## config.mk

```make
export PLATFORM = sky130hd
export DESIGN_NAME = gravacao_recorder
export DESIGN_NICKNAME = d
export VERILOG_FILES = /design/src/rtl/gravacao_pkg.sv /design/src/rtl/gravacao_mem.sv /design/src/rtl/gravacao_recorder.sv
export SDC_FILE = /design/constraint.sdc
export NUM_CORES = 1
export LEC_CHECK = 0
export CAP_MARGIN = 20
export CORE_ASPECT_RATIO = 1.5
export CORE_MARGIN = 3
export CORE_UTILIZATION = 36
export DETAILED_ROUTE_END_ITERATION = 8
export GPL_TIMING_DRIVEN = 0
export SETUP_SLACK_MARGIN = 0.3
export SYNTH_ARGS = -nofsm -noshare
export SYNTH_HDL_FRONTEND = slang
export SYNTH_SLANG_ARGS = --single-unit
export TNS_END_PERCENT = 100
```

## constraint.sdc

```tcl
create_clock -name clk -period 2.73 [get_ports clk]
set_input_delay 0.546 -clock clk [delete_from_list [all_inputs] [get_ports clk]]
set_output_delay 0.546 -clock clk [all_outputs]
set_load 0.02 [all_outputs]
```

## src/rtl/gravacao_pkg.sv

```systemverilog
`default_nettype none
// ============================================================================
//  Module      : gravacao_pkg
//  Description : Shared definitions for the gravacao record/playback core:
//                state encoding and the default buffer depth and playback
//                rate that the pin wrapper also uses.
//  Revision    : 1.0  initial release
// ============================================================================
package gravacao_pkg;

    // Default sizing shared with the tt_um_gravacao wrapper
    localparam int GRV_DEPTH    = 16;
    localparam int GRV_ADDR_W   = 4;
    localparam int GRV_RATE_DIV = 4;

    // State encoding; the numeric values are visible on state_o
    typedef enum logic [1:0] {
        ST_IDLE   = 2'd0,
        ST_RECORD = 2'd1,
        ST_PLAY   = 2'd2
    } state_t;

endpackage : gravacao_pkg
`default_nettype wire

```

## src/rtl/gravacao_mem.sv

```systemverilog
`default_nettype none
// ============================================================================
//  Module      : gravacao_mem
//  Description : DEPTH x 8 sample register file. Synchronous write,
//                combinational (asynchronous) read. Contents are never reset.
//  Ports       : clk      - system clock
//                i_we     - write enable
//                i_waddr  - write address
//                i_wdata  - write data
//                i_raddr  - read address
//                o_rdata  - read data (combinational from i_raddr)
//  Revision    : 1.0  initial release
// ============================================================================
module gravacao_mem #(
    parameter int DEPTH  = 16,
    parameter int ADDR_W = 4
) (
    input  logic              clk,
    input  logic              i_we,
    input  logic [ADDR_W-1:0] i_waddr,
    input  logic [7:0]        i_wdata,
    input  logic [ADDR_W-1:0] i_raddr,
    output logic [7:0]        o_rdata
);

    logic [7:0] r_mem [DEPTH];

    always_ff @(posedge clk) begin
        if (i_we) begin
            r_mem[i_waddr] <= i_wdata;
        end
    end

    assign o_rdata = r_mem[i_raddr];

endmodule : gravacao_mem
`default_nettype wire

```

## src/rtl/gravacao_recorder.sv

```systemverilog
`default_nettype none
// ============================================================================
//  Module      : gravacao_recorder
//  Description : Record/playback core. Captures a burst of 8-bit samples into
//                a DEPTH-entry buffer and replays them one sample every
//                RATE_DIV clocks, either once or looped.
//  Ports       : clk, rst          - clock, synchronous active-high reset
//                rec_start         - pulse: start a new recording
//                play_start        - pulse: start playback (needs length>0)
//                stop              - pulse: abort record or play
//                loop_en           - level: loop at end of buffer
//                in_valid, in_data - sample strobe and value while recording
//                out_valid         - one-cycle pulse per played sample
//                out_data          - played sample, held between pulses
//                state_o           - 0 IDLE, 1 RECORD, 2 PLAY
//                length            - number of stored samples, 0..DEPTH
//                full              - length == DEPTH
//  Revision    : 1.0  initial release
// ============================================================================
module gravacao_recorder
    import gravacao_pkg::*;
#(
    parameter int DEPTH    = GRV_DEPTH,
    parameter int ADDR_W   = GRV_ADDR_W,
    parameter int RATE_DIV = GRV_RATE_DIV
) (
    input  logic              clk,
    input  logic              rst,
    input  logic              rec_start,
    input  logic              play_start,
    input  logic              stop,
    input  logic              loop_en,
    input  logic              in_valid,
    input  logic [7:0]        in_data,
    output logic              out_valid,
    output logic [7:0]        out_data,
    output logic [1:0]        state_o,
    output logic [ADDR_W:0]   length,
    output logic              full
);

    localparam int              c_DIV_W    = (RATE_DIV > 1) ? $clog2(RATE_DIV) : 1;
    localparam logic [c_DIV_W-1:0] c_DIV_LAST = c_DIV_W'(RATE_DIV - 1);
    localparam logic [c_DIV_W-1:0] c_DIV_ONE  = c_DIV_W'(1);
    localparam logic [ADDR_W:0] c_DEPTH    = (ADDR_W + 1)'(DEPTH);
    localparam logic [ADDR_W:0] c_LEN_ONE  = (ADDR_W + 1)'(1);

    state_t              r_state;
    logic [ADDR_W:0]     r_length;
    logic [ADDR_W-1:0]   r_rd_ptr;
    logic [c_DIV_W-1:0]  r_div;
    logic                r_out_valid;
    logic [7:0]          r_out_data;

    logic                w_we;
    logic [ADDR_W-1:0]   w_wr_ptr;
    logic [ADDR_W:0]     w_len_inc;
    logic [ADDR_W:0]     w_rd_next;
    logic                w_last;
    logic [7:0]          w_rdata;

    // Write pointer is simply the low bits of length: recording always
    // starts from slot 0 and never wraps.
    assign w_wr_ptr  = r_length[ADDR_W-1:0];
    assign w_len_inc = r_length + c_LEN_ONE;
    assign w_we      = !rst && (r_state == ST_RECORD) && in_valid;

    // The slot being read is the last stored one when rd_ptr+1 == length
    assign w_rd_next = {1'b0, r_rd_ptr} + c_LEN_ONE;
    assign w_last    = (w_rd_next == r_length);

    gravacao_mem #(
        .DEPTH  (DEPTH),
        .ADDR_W (ADDR_W)
    ) u_mem (
        .clk     (clk),
        .i_we    (w_we),
        .i_waddr (w_wr_ptr),
        .i_wdata (in_data),
        .i_raddr (r_rd_ptr),
        .o_rdata (w_rdata)
    );

    always_ff @(posedge clk) begin
        if (rst) begin
            r_state     <= ST_IDLE;
            r_length    <= '0;
            r_rd_ptr    <= '0;
            r_div       <= '0;
            r_out_valid <= 1'b0;
            r_out_data  <= 8'h00;
        end else begin
            r_out_valid <= 1'b0;
            case (r_state)
                ST_IDLE: begin
                    if (rec_start) begin
                        r_state  <= ST_RECORD;
                        r_length <= '0;
                    end else if (play_start && (r_length != '0)) begin
                        r_state  <= ST_PLAY;
                        r_rd_ptr <= '0;
                        r_div    <= '0;
                    end
                end
                ST_RECORD: begin
                    // A sample arriving together with stop is still kept
                    if (in_valid) begin
                        r_length <= w_len_inc;
                        if (w_len_inc == c_DEPTH) begin
                            r_state <= ST_IDLE;
                        end
                    end
                    if (stop) begin
                        r_state <= ST_IDLE;
                    end
                end
                ST_PLAY: begin
                    // stop outranks an emit due in the same cycle
                    if (stop) begin
                        r_state <= ST_IDLE;
                    end else if (r_div == c_DIV_LAST) begin
                        r_div       <= '0;
                        r_out_valid <= 1'b1;
                        r_out_data  <= w_rdata;
                        if (w_last) begin
                            r_rd_ptr <= '0;
                            if (!loop_en) begin
                                r_state <= ST_IDLE;
                            end
                        end else begin
                            r_rd_ptr <= w_rd_next[ADDR_W-1:0];
                        end
                    end else begin
                        r_div <= r_div + c_DIV_ONE;
                    end
                end
                default: begin
                    r_state <= ST_IDLE;
                end
            endcase
        end
    end

    assign out_valid = r_out_valid;
    assign out_data  = r_out_data;
    assign state_o   = r_state;
    assign length    = r_length;
    assign full      = (r_length == c_DEPTH);

endmodule : gravacao_recorder
`default_nettype wire

```

==> results.toml, run 1 <==
[power]
switching_share = 0.212
ir_drop_v = 0.000394
seqPwrFrac = 0.517
clkPwrFrac = 0.463
p_leak_nw = 2.31
p_sw_mw = 1.02
combPwrFrac = 0.020
p_int_mw = 3.80
power_density_mw_per_mm2 = 660
p_total_mw = 4.82

[setup_path]
critPathRequiredTime_ps = 2780
critPathKind = "in2reg"
slowest_delay_ps = 540
arrival_ps = 2440
cp-start-kind = "input port"
critical_path.max_fanout = 8
path_cells = "clkdlybuf4s50_1, and3b_1, nor2b_1, nand2_1, nor2_2"
path_buf_inv = 1
endpoint_kind = "flop"
crit_family = "simple AND/OR/NAND/NOR gates"
slowest_stage = "clkdlybuf4s50_1"

[synth]
synth.most_common_cell = "edfxtp_1"
synth_commonest_cells = "128 x edfxtp_1, 39 x nor2_1, 22 x a21oi_1, 22 x dfxtp_1, 22 x mux4_2"
synthArstFlopShare = 0
synth_cell_type_count = 43
synth_area_leaders = "edfxtp_1 63%, mux4_2 8.1%, dfxtp_1 7.2%"
synth_edf_count = 128
synth_nets = 377
synth_seq_cells = 150
syn_area_mm2 = 0.00611
synth_ff_type = "edfxtp_1"
synth_top_area_share = 0.629
yosysTopAreaCell = "edfxtp_1"
ys_seq_area_frac = 0.701
syn_inst = 356
yosysWarningCount = 0
avgSynthCellArea_um2 = 17.2

[die]
num_io_pins = 32
core_mm2 = 0.0164
initial_core_util = 0.373
die_h_um = 166
num_rows = 57
die_w_um = 112
die_area_mm2 = 0.0186

[placement]
port_buffers = 31
gp_congestion = 0.805
dp_hpwl_um = 8910
dp.cells = 593

[cts]
cts_root_buf = "clkbuf_16"
clk_path_buf_depth = 2
insertion_delay_ps = 410
hold_buffers = 0
clk_pin_slew_worst_paths_ps = 60
cts_tree = "yes"
postCtsSetupBuffers = 0
ctsHtreeMaxLevel = 4
cts_buffers = 17
cts.sinks = 150

[global_route]
grt_pass1_vias = 3586
antenna_found_initial = 0
grt_max_degree = 17
grt_pass1_wl_um = 20400
overflow = 0
grt_use_total = 0.146

[sta]
fmax_ghz = 0.418
slew_viol_final = 0
setup_viol = 0
period_needed_ps = 2390
tightest_slew_ps = 694
timing.hold.ws_ps = 504
min_period_over_period = 0.876
hold_viol = 0
skew_ps = 9.41
max_slew_margin = 0.536
rsz0062_at_grt = "yes"

[cells_and_area]
drive_gt1_frac = 0.208
multi_input_area_mm2 = 0.00170
seqCellArea_mm2 = 0.00428
fin_cells = 625
fill_cells = 1437
antenna_cells_inserted = 0
area_delta_synth_final_pct = 19.3
fin_nets = 427

[hold_path]
hold_path.class = "reg2reg"

[routing]
vias_per_cell = 5.25
wl_um = 13100
drt-initial-drc-count = 284
dr.pass1.iters = 4
drtAntennaViolNets = 0
vias = 3280
route.detailed.drc = 0
wire_per_inst_um = 21.0

[job]
drv_cap = 0

[outcome]
status = "completed"
[final timing paths]
check,from,to,slack [ps],depth (start not counted)
worst max-delay path,in_valid,u_mem.r_mem[10][2],340,5
worst min-delay path,out_data[6],out_data[6],500,2
worst max register to register,r_rd_ptr[1],out_data[6],410,7
worst min register to register,out_data[6],out_data[6],500,2
[stage by stage]
stage                     cell area (um^2)   util  worst slack, ps  setup TNS [ps]
after floorplan                       6110      -              751               0
after global placement                6680  0.407             -212          -22130
after detailed placement              6680  0.407             -275          -26670
after CTS                             7270  0.443              184               0
after global routing                  7290  0.445              229               0
final                                 7290  0.445              340               0
[registers in the layout (all words and copies together) (netlist names)]
name	flops
length	5
r_div	2
out_data	8
r_rd_ptr	4
state_o	2
u_mem.r_mem	128
out_valid	1
[power groups by stage]
stage | Clock [mW] | Sequential [mW] | Combinational [mW]
after detailed placement | 0 | 2.54 | 0.0952
final | 2.23 | 2.49 | 0.0951
after CTS | 2.27 | 2.49 | 0.0959
after global placement | 0 | 2.54 | 0.0905
after floorplan | 0 | 2.54 | 0.0269
after global routing | 2.36 | 2.49 | 0.102
[kinds of logic after synthesis]
group / after synthesis / share of synthesized area
flip-flops: 150 / 0.701
AND/OR/NAND/NOR: 78 / 0.0589
AO/OA/AOI/OAI: 53 / 0.0579
multiplexers: 35 / 0.129
buffers and inverters: 26 / 0.0274
XOR/XNOR: 8 / 0.0139
adder cells (fa/ha/maj): 6 / 0.0123
[what timing repair did]
item / in CTS / in global routing
gates resized for setup: 9 / 11
pin swaps: 0 / 0
endpoints found under the setup margin: 121 / 122
[placed cells by master, fill, tap and decap left out, types with 4 or more instances in the layout]
cell type          n
dfxtp_1           22
mux4_1            10
ha_1               6
nand2_1           12
a22oi_1           17
nand3_1            4
nor2b_1            5
clkbuf_1           5
clkbuf_16         17
inv_1              5
nor2_2            16
edfxtp_1         128
xnor2_1            4
a21oi_1           22
buf_2              6
mux4_2            22
clkdlybuf4s50_1   30
nor2_1            23
[worst reg2reg max path: stages (launching register included)]
cell,delay (ps)
dfxtp_1,340
buf_4,170
clkbuf_1,530
mux4_1,430
a22oi_1,380
a21oi_1,160
a21oi_1,140
nor2_1,50
[area by class of cell]
class | count | area share
Sequential cell | 150 | 0.587
Multi-Input combinational cell | 180 | 0.233
Tap cell | 206 | 0.0353
Clock inverter | 15 | 0.0197
Buffer | 21 | 0.0206
Clock buffer | 17 | 0.0583
Timing Repair Buffer | 31 | 0.0425
Inverter | 5 | 0.00257
[metal layers]
layer  wire (um)  part of all wire  global-route usage
met1        5350              0.41               0.169
met3         402             0.031              0.0274
met5           0                 0                   0
met4         276             0.021              0.0711
met2        7100              0.54               0.256
Power figures use the tool's default switching activity.
==> run 2: changes to the inputs <==
--- a/config.mk
+++ b/config.mk
@@ -6,11 +6,14 @@
 export NUM_CORES = 1
 export LEC_CHECK = 0
 export CAP_MARGIN = 20
+export CELL_PAD_IN_SITES_DETAIL_PLACEMENT = 1
+export CELL_PAD_IN_SITES_GLOBAL_PLACEMENT = 2
 export CORE_ASPECT_RATIO = 1.5
 export CORE_MARGIN = 3
 export CORE_UTILIZATION = 36
 export DETAILED_ROUTE_END_ITERATION = 8
 export GPL_TIMING_DRIVEN = 0
+export PLACE_DENSITY_LB_ADDON = 0.1
 export SETUP_SLACK_MARGIN = 0.3
 export SYNTH_ARGS = -nofsm -noshare
 export SYNTH_HDL_FRONTEND = slang
==> run 2 against run 1 <==
Compared with the run above: first-iteration DRC count shrank 15%; sequential share of layout area shrank 0.22 points; utilization grew 0.17 points; non-clock buffer count is the same; clock power grew 3%; wire length grew 11%; flip-flop and latch count is the same; largest cell class unchanged.
==> results.toml, run 2 (synthesis gave the netlist of run 1 again) <==
[setup_path]
cp-start-kind = "input port"
critPathKind = "in2reg"
endpoint_kind = "flop"
critPathRequiredTime_ps = 2780
arrival_ps = 2520
critical_path.max_fanout = 8
reg2reg_slack_ps = 370

[routing]
wl_um = 14600
wl_met1_um = 6030
route.detailed.drc = 0
dr.pass1.iters = 4
wire_per_inst_um = 23.4
drt-initial-drc-count = 241
met3WireLength_um = 344
top_layer_used = "met4"
drtAntennaViolNets = 0
vias_per_cell = 5.22
vias = 3260
met2WireLength_um = 7850

[global_route]
grt_pass1_vias = 3617
grt_use_total = 0.163
grt_max_degree = 18
grt_pass1_wl_um = 22300
antenna_found_initial = 0
overflow = 0

[sta]
fmax_ghz = 0.405
period_needed_ps = 2470
tightest_slew_ps = 669
setup_viol = 0
hold_viol = 0
rsz0062_at_grt = "yes"
min_period_over_period = 0.904
max_slew_margin = 0.553
skew_ps = 10.5
slew_viol_final = 0
setup_tns_ps = 0

[cts]
cts_root_buf = "clkbuf_16"
hold_buffers = 0
ctsHtreeMaxLevel = 4
cts_buffers = 17
insertion_delay_ps = 420
postCtsSetupBuffers = 0
clk_pin_slew_worst_paths_ps = 60
cts_tree = "yes"
clk_path_buf_depth = 2
cts.sinks = 150

[power]
ir_drop_v = 0.000344
power_density_mw_per_mm2 = 668
p_int_mw = 3.75
p_leak_nw = 2.33
seqPwrFrac = 0.509
p_sw_mw = 1.14
switching_share = 0.233
clkPwrFrac = 0.471
combPwrFrac = 0.020

[placement]
port_buffers = 31
dp_hpwl_um = 10100
placed_cell_area_mm2 = 0.00668
dp.cells = 593
gp_congestion = 0.744

[cells_and_area]
antenna_cells_inserted = 0
area_delta_synth_final_pct = 19.7
drive_gt1_frac = 0.215
largest_register_ffs = 128
fin_cells = 625
final_cell_mix = "128 x edfxtp_1, 30 x clkdlybuf4s50_1, 23 x nor2_1"
fill_cells = 1618
largest-register = "u_mem.r_mem"
fin_nets = 427
utilization = 0.446
final_area_mm2 = 0.00732
layout_commonest_cell = "edfxtp_1"

[die]
num_rows = 57
die_w_um = 112
core_mm2 = 0.0164
num_io_pins = 32
die_h_um = 166
initial_core_util = 0.373
die_area_mm2 = 0.0186

[hold_path]
hold_path.class = "reg2reg"

[outcome]
status = "completed"

[job]
drv_cap = 0
run 2: worst paths after layout:
check,startpoint,end,cells after the start
hold reg to reg,out_data[5],out_data[5],2
setup reg to reg,state_o[0],u_mem.r_mem[1][7],5
hold / removal,out_data[5],out_data[5],2
setup / recovery,in_valid,u_mem.r_mem[1][7],5
run 2: through the flow:
step | setup slack, ps | hold WS [ps] | power, mW
2_1_floorplan | 751 | 465 | 2.57
3_3_place_gp | -353 | 472 | 2.63
3_5_place_dp | -387 | 484 | 2.64
4_1_cts | 214 | 499 | 4.93
5_1_grt | 150 | 543 | 5.03
6_report | 261 | 489 | 4.89
run 2: power groups by stage:
stage               Clock, mW  Sequential [mW]  Combinational, mW
global route             2.44             2.49              0.105
finish                   2.30             2.49             0.0968
CTS                      2.34             2.49             0.0989
floorplan                   0             2.54             0.0269
global placement            0             2.54             0.0942
detailed placement          0             2.54             0.0982
run 2: layout make-up:
type                       count  area (um^2)  share of cell area
clock buffer                  17          425              0.0581
timing repair buffer          31          305              0.0417
clock inverter                15          160              0.0219
inverter                       5         18.8             0.00256
tap                          206          258              0.0352
multi-input combinational    180         1720               0.235
sequential                   150         4280               0.585
buffer                        21          151              0.0207
run 2: critical path, cell delays in order:
cell and delay (ps):
clkdlybuf4s50_1 530, and3b_1 260, nor2b_1 310, nand2_1 330
nor2_2 530
run 2: routing by layer:
layer  global-route usage  up-vias
met4               0.0622        0
met2                0.290       57
met5                    0        -
met3               0.0358       17
li1                     -     1506
met1                0.192     1680
run 2: repair_timing:
| action | CTS | global route |
|---|---|---|
| gates resized for setup | 20 | 4 |
| setup endpoints to repair | 133 | 121 |
| endpoints found under the hold margin | 0 | 0 |
==> run 3: changes to the inputs <==
--- a/config.mk
+++ b/config.mk
@@ -12,6 +12,7 @@
 export CORE_MARGIN = 3
 export CORE_UTILIZATION = 36
 export DETAILED_ROUTE_END_ITERATION = 8
+export DONT_BUFFER_PORTS = 1
 export GPL_TIMING_DRIVEN = 0
 export PLACE_DENSITY_LB_ADDON = 0.1
 export SETUP_SLACK_MARGIN = 0.3
==> constraint.sdc (replaced) <==
create_clock -name clk -period 2.73 [get_ports clk]
set_input_delay 0.4095 -clock clk [delete_from_list [all_inputs] [get_ports clk]]
set_output_delay 0.4095 -clock clk [all_outputs]
set_load 0.02 [all_outputs]
==> run 3 against run 2 <==
Compared with the run above: die area did not move; critical path type is now reg2reg; cell area decreased by 1.1%; setup slack improved by 31 ps; utilization decreased by 0.49 points; largest cell class unchanged; clock power increased by 5%; via count fell by 0.46%.
==> results.toml, run 3 (synthesis gave the netlist of run 1 again) <==
[die]
die_h_um = 166
die_w_um = 112
initial_core_util = 0.373
die_area_mm2 = 0.0186
num_rows = 57
num_io_pins = 32
core_mm2 = 0.0164

[cts]
clk_path_buf_depth = 2
ctsHtreeMaxLevel = 4
insertion_delay_ps = 420
clk_pin_slew_worst_paths_ps = 70
cts_buffers = 17
cts.sinks = 150
cts_root_buf = "clkbuf_16"
cts_tree = "yes"

[sta]
fmax_ghz = 0.410
tightest_slew_ps = 653
setup_viol = 0
max_slew_margin = 0.563
skew_ps = 11.3
rsz0062_at_grt = "yes"
setup_tns_ps = 0
period_needed_ps = 2440
min_period_over_period = 0.893
hold_viol = 0
timing.hold.ws_ps = 55.1
slew_viol_final = 0

[power]
combPwrFrac = 0.008
ir_drop_v = 0.000411
p_int_mw = 3.89
clkPwrFrac = 0.489
p_leak_nw = 2.29
switching_share = 0.215
power_density_mw_per_mm2 = 685
p_sw_mw = 1.07
seqPwrFrac = 0.503

[routing]
wire_per_inst_um = 24.6
route.detailed.drc = 0
drtAntennaViolNets = 0
drt-initial-drc-count = 153
vias = 3245
dr.pass1.iters = 4
vias_per_cell = 5.38
wl_um = 14900

[setup_path]
arrival_ps = 2520
critPathRequiredTime_ps = 2810
slowest_stage = "dfxtp_1"
path_buf_inv = 1
critical_path.max_fanout = 9
path_cells = "buf_2, and3b_1, nor2b_1, nand2_1, nor2_4"
critPathKind = "reg2reg"
slowest_delay_ps = 450
crit_family = "simple AND/OR/NAND/NOR gates"
endpoint_kind = "flop"
cp-start-kind = "flop"

[placement]
dp.cells = 562
port_buffers = 0
placed_cell_area_mm2 = 0.00637
gp_congestion = 0.706
dp_hpwl_um = 10200

[job]
drv_cap = 0

[cells_and_area]
final_cell_mix = "128 x edfxtp_1, 23 x nor2_1, 22 x a21oi_1, 22 x mux4_2, 22 x dfxtp_1"
largest-register = "u_mem.r_mem"
largest_register_ffs = 128
utilization = 0.441
drive_gt1_frac = 0.247
area_delta_synth_final_pct = 18.4
layout_commonest_cell = "edfxtp_1"
fill_cells = 1580
fin_cells = 603
fin_nets = 405
final_area_mm2 = 0.00724
antenna_cells_inserted = 0

[outcome]
status = "completed"

[global_route]
overflow = 0
antenna_found_initial = 0
grt_pass1_wl_um = 22200
grt_pass1_vias = 3482
grt_max_degree = 17
grt_use_total = 0.165

[hold_path]
hold_path.class = "in2reg"
run 3: changes by cell type in the layout (fill, tap and decap cells not counted), sizes merged:
cell           previous run  this run
bufinv                    0         2
inv                      15        11
buf                      14        23
clkinvlp                  1         3
clkbuf                   25        24
clkdlybuf4s50            30         0
run 3: worst reg2reg max path: stages, from the launching register on:
cell,delay (ps)
dfxtp_1,450
buf_2,250
and3b_1,280
nor2b_1,320
nand2_1,390
nor2_4,400
run 3: worst paths after layout:
check | start | to | slack (ps) | cells past startpoint
setup / recovery | state_o[0] | u_mem.r_mem[12][6] | 290 | 5
hold / removal | rst | length[0] | 60 | 1
setup reg to reg | state_o[0] | u_mem.r_mem[12][6] | 290 | 5
hold reg to reg | r_div[1] | r_div[1] | 520 | 2
run 3: cell type report:
class / count / area, um^2 / share of cell area
Tap cell: 206 / 258 / 0.0356
Buffer: 21 / 151 / 0.0209
Clock inverter: 15 / 190 / 0.0263
Clock buffer: 17 / 425 / 0.0588
Inverter: 5 / 18.8 / 0.00259
Multi-Input combinational cell: 180 / 1780 / 0.246
Sequential cell: 150 / 4280 / 0.592
Timing Repair Buffer: 9 / 130 / 0.0180
run 3: what timing repair did:
action	4_1_cts	5_1_grt
setup endpoints to repair	131	120
gates resized for setup	19	15
setup buffers	0	9
pin swaps	0	3
hold buffers	0	0
run 3: metal layers:
| layer | vias up | GRT usage | wire, um |
|---|---|---|---|
| met5 | - | 0 | 0 |
| met4 | 0 | 0.0460 | 178 |
| met1 | 1708 | 0.193 | 5920 |
| met2 | 61 | 0.298 | 8260 |
| met3 | 14 | 0.0391 | 505 |
| li1 | 1462 | - | - |
run 3: power by group through the flow:
stage	sequential, mW	clock [mW]	combinational [mW]
final	2.49	2.42	0.0401
after floorplan	2.54	0	0.0269
after CTS	2.49	2.47	0.0400
after global placement	2.54	0	0.0390
after global routing	2.49	2.55	0.0433
after detailed placement	2.54	0	0.0392
run 3: metrics by stage:
step           total power, mW  worst slack [ps]
6_report                  4.96               292
5_1_grt                   5.08               207
4_1_cts                   5.00               192
3_5_place_dp              2.58             -8.54
3_3_place_gp              2.58              31.5
2_1_floorplan             2.57               751
